### config.mk
export PLATFORM = sky130hd
export DESIGN_NAME = mm_job_sched
export DESIGN_NICKNAME = d
export VERILOG_FILES = /design/src/rtl/mm_job_sched.sv
export SDC_FILE = /design/constraint.sdc
export NUM_CORES = 1
export LEC_CHECK = 0
export CAP_MARGIN = 20
export CORE_MARGIN = 4
export CORE_UTILIZATION = 40
export CTS_BUF_LIST = sky130_fd_sc_hd__clkbuf_4 sky130_fd_sc_hd__clkbuf_8
export DETAILED_ROUTE_END_ITERATION = 10
export GPL_TIMING_DRIVEN = 0
export MAX_ROUTING_LAYER = met4
export SLEW_MARGIN = 20
export SYNTH_ARGS = -nofsm -noshare
export SYNTH_HDL_FRONTEND = slang
export SYNTH_SLANG_ARGS = --single-unit
### constraint.sdc
create_clock -name clk_i -period 6.55 [get_ports clk_i]
set_input_delay 1.31 -clock clk_i [delete_from_list [all_inputs] [get_ports clk_i]]
set_output_delay 1.31 -clock clk_i [all_outputs]
set_load 0.02 [all_outputs]
### src/rtl/mm_job_sched.sv
// Job scheduler in front of the matrix-multiply controller: queues descriptors,
// launches them one at a time and returns one completion record per job.
module mm_job_sched #(
  parameter int ADDR_W = 16,
  parameter int ID_W   = 4,
  parameter int DEPTH  = 4
) (
  input  logic                       clk_i,
  input  logic                       rst_ni,
  input  logic                       job_valid_i,
  output logic                       job_ready_o,
  input  logic [ID_W-1:0]            job_id_i,
  input  logic [ADDR_W-1:0]          job_m_i,
  input  logic [ADDR_W-1:0]          job_k_i,
  input  logic [ADDR_W-1:0]          job_n_i,
  input  logic [ADDR_W-1:0]          job_addra_i,
  input  logic [ADDR_W-1:0]          job_addrb_i,
  input  logic [ADDR_W-1:0]          job_addrp_i,
  output logic                       ctrl_start_o,
  input  logic                       ctrl_valid_i,
  output logic [ADDR_W-1:0]          ctrl_m_o,
  output logic [ADDR_W-1:0]          ctrl_k_o,
  output logic [ADDR_W-1:0]          ctrl_n_o,
  output logic [ADDR_W-1:0]          ctrl_addra_o,
  output logic [ADDR_W-1:0]          ctrl_addrb_o,
  output logic [ADDR_W-1:0]          ctrl_addrp_o,
  output logic                       done_valid_o,
  input  logic                       done_ready_i,
  output logic [ID_W-1:0]            done_id_o,
  output logic                       done_err_o,
  output logic                       busy_o,
  output logic [$clog2(DEPTH):0]     pending_o,
  output logic [15:0]                done_cnt_o
);

  localparam int PW = $clog2(DEPTH);
  localparam int CW = PW + 1;

  typedef enum logic [1:0] {IDLE, LAUNCH, RELEASE, REPORT} state_t;

  logic [ID_W-1:0]   q_id [DEPTH];
  logic [ADDR_W-1:0] q_m  [DEPTH];
  logic [ADDR_W-1:0] q_k  [DEPTH];
  logic [ADDR_W-1:0] q_n  [DEPTH];
  logic [ADDR_W-1:0] q_a  [DEPTH];
  logic [ADDR_W-1:0] q_b  [DEPTH];
  logic [ADDR_W-1:0] q_p  [DEPTH];

  logic [PW-1:0] wr_ptr;
  logic [PW-1:0] rd_ptr;
  logic [CW-1:0] count;
  state_t        state;
  logic [15:0]   done_cnt;
  logic          full;
  logic          push;
  logic          pop;
  logic          head_zero;

  assign full        = (count == CW'(DEPTH));
  assign push        = job_valid_i && !full;
  assign pop         = (state == IDLE) && (count != '0);
  assign head_zero   = (q_m[rd_ptr] == '0) || (q_k[rd_ptr] == '0) || (q_n[rd_ptr] == '0);

  assign job_ready_o = !full;
  assign pending_o   = count;
  assign busy_o      = (state != IDLE) || (count != '0);
  assign done_cnt_o  = done_cnt;

  // Descriptor storage carries no reset; occupancy is tracked by count alone.
  always_ff @(posedge clk_i) begin
    if (push) begin
      q_id[wr_ptr] <= job_id_i;
      q_m[wr_ptr]  <= job_m_i;
      q_k[wr_ptr]  <= job_k_i;
      q_n[wr_ptr]  <= job_n_i;
      q_a[wr_ptr]  <= job_addra_i;
      q_b[wr_ptr]  <= job_addrb_i;
      q_p[wr_ptr]  <= job_addrp_i;
    end
  end

  always_ff @(posedge clk_i or negedge rst_ni) begin
    if (!rst_ni) begin
      wr_ptr <= '0;
      rd_ptr <= '0;
      count  <= '0;
    end else begin
      if (push) wr_ptr <= wr_ptr + PW'(1);
      if (pop)  rd_ptr <= rd_ptr + PW'(1);
      unique case ({push, pop})
        2'b10:   count <= count + CW'(1);
        2'b01:   count <= count - CW'(1);
        default: count <= count;
      endcase
    end
  end

  // Control FSM; every controller and completion output is a register here.
  always_ff @(posedge clk_i or negedge rst_ni) begin
    if (!rst_ni) begin
      state        <= IDLE;
      ctrl_start_o <= 1'b0;
      ctrl_m_o     <= '0;
      ctrl_k_o     <= '0;
      ctrl_n_o     <= '0;
      ctrl_addra_o <= '0;
      ctrl_addrb_o <= '0;
      ctrl_addrp_o <= '0;
      done_valid_o <= 1'b0;
      done_id_o    <= '0;
      done_err_o   <= 1'b0;
      done_cnt     <= '0;
    end else begin
      unique case (state)
        IDLE: begin
          if (pop) begin
            ctrl_m_o     <= q_m[rd_ptr];
            ctrl_k_o     <= q_k[rd_ptr];
            ctrl_n_o     <= q_n[rd_ptr];
            ctrl_addra_o <= q_a[rd_ptr];
            ctrl_addrb_o <= q_b[rd_ptr];
            ctrl_addrp_o <= q_p[rd_ptr];
            done_id_o    <= q_id[rd_ptr];
            if (head_zero) begin
              state        <= REPORT;
              done_valid_o <= 1'b1;
              done_err_o   <= 1'b1;
            end else begin
              state        <= LAUNCH;
              ctrl_start_o <= 1'b1;
            end
          end
        end
        LAUNCH: begin
          if (ctrl_valid_i) begin
            state        <= RELEASE;
            ctrl_start_o <= 1'b0;
          end
        end
        RELEASE: begin
          if (!ctrl_valid_i) begin
            state        <= REPORT;
            done_valid_o <= 1'b1;
            done_err_o   <= 1'b0;
          end
        end
        REPORT: begin
          if (done_ready_i) begin
            state        <= IDLE;
            done_valid_o <= 1'b0;
            done_cnt     <= done_cnt + 16'd1;
          end
        end
        default: state <= IDLE;
      endcase
    end
  end

endmodule

==> key figures <==
Outcome
  • Run status: complete, no violations

Cells and area
  • Area Overhead vs Synth: 26.8%
  • Final Util: 0.517
  • Fraction of layout cells with a size suffix above 1: 0.302
  • Fillers: between 3000 and 4000
  • Final Net Count: 1333
  • Final Cell Area: 24900 um^2
  • Most common cell after layout, fill and taps aside: edfxtp_1
  • Commonest non-fill, non-tap cells in the layout: edfxtp_1, clkdlybuf4s50_1, dfrtp_1
  • Final non-filler cell total: 1955

Clocking
  • # hold bufs at CTS: 0
  • Num CTS Buffers: 89
  • Post-CTS sizing: 0
  • CTS Buffer Depth: 3
  • CTS tree: done
  • Post-CTS setup buffer count: 0
  • CTS Root Cell: clkbuf_8
  • # H-tree levels: 3
  • Clock Latency Late Sink: around 0.65 ns
  • Clock sinks: 528
  • Clk slew on worst S/H paths: 0.05 ns

Global route
  • GRT Total Usage: 0.173
  • Vias in the first global route: 10617
  • Largest net degree at the start of global routing: 71
  • Global route total overflow: 0
  • Initial antenna violation count: 5
  • Wire length of the first global-routing pass: 66.1 mm

Floorplanning
  • Die Ht: roughly 230 um
  • Row count: 80
  • Top Ports: 229
  • Initial core utilization: 0.408
  • CORE AREA: 48100 um^2
  • Total Die Area: between 50000 and 60000 um^2
  • Chip width: 229 um

Worst setup path
  • Crit end category: output pin
  • Slowest cell delay on critical path: 0.64 ns
  • Crit Path Class: register to output pin
  • CP bufs+invs: 4
  • Worst path top cell family by delay: buffers and inverters
  • Worst setup SP type: register
  • Crit path max fanout: 10
  • Most common cell on crit path: inv_1
  • Worst path cell trace: inv_1 -> ha_1 -> clkbuf_1 -> nor4b_1 -> inv_1 -> clkdlybuf4s50_1
  • Worst endpoint required time: 5.24 ns
  • CP max-delay cell: nor4b_1
  • WP data arrival: 2.97 ns

Timing
  • Worst-margin pin slew: roughly 0.95 ns
  • Period minus WS final: around 4.3 ns
  • Endpoints failing hold: 0
  • Setup Skew: 0.0230 ns
  • Worst relative slew slack: 0.365
  • Worst hold slack: about 0.47 ns
  • Setup TNS: 0 ns
  • Final period util: 0.654
  • Final worst slack: 2.27 ns
  • Final Setup Violations: 0
  • Max Fclk: between 200 and 250 MHz
  • Unrepaired setup endpoints after global routing: false
  • Max-slew violations: 0

Synth
  • Area leader, netlist: edfxtp_1
  • Netlist cell types: 37
  • Synth Warn #: 0
  • Register area share after synthesis: 0.775
  • Avg Cell Area, Syn: around 22 um^2
  • Mapped Area: 19600 um^2
  • Synthesized instance count: roughly 890
  • Net Count, Synth: 1005
  • Top-area cell type share of the netlist area: 0.612
  • Synth top area cells: edfxtp_1, dfrtp_1, mux4_2
  • Synthesized flop and latch total: 528

Routing
  • Routed Wire Length: 43.6 mm
  • Antenna viol nets, final: 0
  • Via count: 9729
  • Wirelength per Cell: ~22 um
  • Drt via density: about 5
  • First-pass DRT Iterations: 5
  • Drc violations: 0
  • 1st-iter DRT viols: 507

Place
  • Port buffer count: approximately 230
  • Worst slack, placed: 2.91 ns
  • Routability congestion estimate: just over 0.7
  • HPWL after DPL: 27.5 mm
  • DP Area: roughly 23000 um^2
  • Placed Instances: 1782

Power and ir drop
  • Psw: about 3.7 mW
  • Combinational share of power: 0.342
  • Static Leak: ~8.7 nW
  • Sw Ratio: 0.309
  • Clk pwr share: 0.252
  • PwrDens: around 480 nW/um^2
  • Max VDD drop: 0.236 mV
  • Total Power: approximately 12 mW
  • Power Internal: 8.29 mW
  • Sequential share of power: 0.406

Worst hold path
  • Hold WC Path Type: register to register

Job
  • Max-cap viol count: 0
==> worst reg2reg max path: stages (launching register included) <==
cell     delay, ns
dfrtp_1       0.38
buf_2         0.32
buf_1         0.71
mux4_2        0.46
nor4_1        0.57
and4_1        0.48
nor4b_2       0.11
o31ai_1       0.26
==> final timing paths <==
check	depth (start not counted)	slack [ns]	endpoint	start
max in group asynchronous	2	5.14	ctrl_addra_o[2]	rst_ni
min in group asynchronous	1	0.59	ctrl_k_o[2]	rst_ni
hold / removal	1	0.47	done_cnt_o[15]	done_cnt_o[15]
hold reg to reg	1	0.47	done_cnt_o[15]	done_cnt_o[15]
setup / recovery	6	2.27	busy_o	state[0]
setup reg to reg	7	3.17	state[1]	rd_ptr[1]
==> layout make-up <==
class	instances	area [um^2]	share of cell area
Clock inverter	24	183	0.00734
Timing Repair Buffer	237	2520	0.101
Inverter	11	41.3	0.00166
Buffer	34	176	0.00709
Multi-Input combinational cell	316	4210	0.169
Antenna cell	6	15.0	0.000603
Sequential cell	528	15200	0.611
Tap cell	656	821	0.0330
Clock buffer	143	1710	0.0685
==> metal layers <==
metal	share of wire	wire [um]	track usage
met4	0.016	677	0.0437
met1	0.42	18400	0.222
met5	0	0	-
met3	0.076	3320	0.0567
met2	0.49	21300	0.269
==> registers in the layout, summed over array words and instances, names as in the netlist, 3 cells and up <==
| name | flops |
|---|---|
| q_a | 64 |
| q_b | 64 |
| q_k | 64 |
| q_m | 64 |
| q_n | 64 |
| q_p | 64 |
| ctrl_addra_o | 16 |
| ctrl_addrb_o | 16 |
| ctrl_addrp_o | 16 |
| ctrl_k_o | 16 |
| ctrl_m_o | 16 |
| ctrl_n_o | 16 |
| done_cnt_o | 16 |
| q_id | 16 |
| done_id_o | 4 |
| pending_o | 3 |
==> cells by family after synthesis <==
family | count (synthesis) | synth area share
AO/OA/AOI/OAI | 12 | 0.00446
XOR/XNOR | 21 | 0.00937
adder cells (fa/ha/maj) | 11 | 0.00740
flip-flops | 528 | 0.775
buffers and inverters | 45 | 0.0111
multiplexers | 201 | 0.173
AND/OR/NAND/NOR | 71 | 0.0196
==> synthesized netlist by cell type <==
cell type	count
nor3b_1	1
inv_1	11
and2_1	2
nand4_1	2
o21ai_0	4
o311ai_2	1
nor3_1	4
nor4b_2	1
ha_1	10
nand3_1	7
o311ai_1	1
buf_2	11
buf_12	1
mux2_2	101
o211ai_1	2
nand2_1	19
o31ai_1	2
dfrtp_1	128
nand2b_1	3
and3_1	6
edfxtp_1	400
buf_6	2
nor4_1	12
or3_1	1
nor2_1	8
xor2_1	9
or4_1	1
a22oi_1	1
and4_1	3
buf_4	1
clkbuf_1	16
xnor2_1	12
fa_1	1
buf_1	3
nor4b_1	1
mux4_2	100
a21oi_1	1
==> power groups by stage <==
stage / logic, mW / registers (mW) / clock network [mW]
global placement: 4.08 / 5.04 / 0
finish: 4.11 / 4.87 / 3.02
floorplan: 2.08 / 5.34 / 0
global route: 4.43 / 4.96 / 3.29
detailed placement: 4.21 / 4.95 / 0
CTS: 4.23 / 4.89 / 3.13
Power figures use the tool's default switching activity.
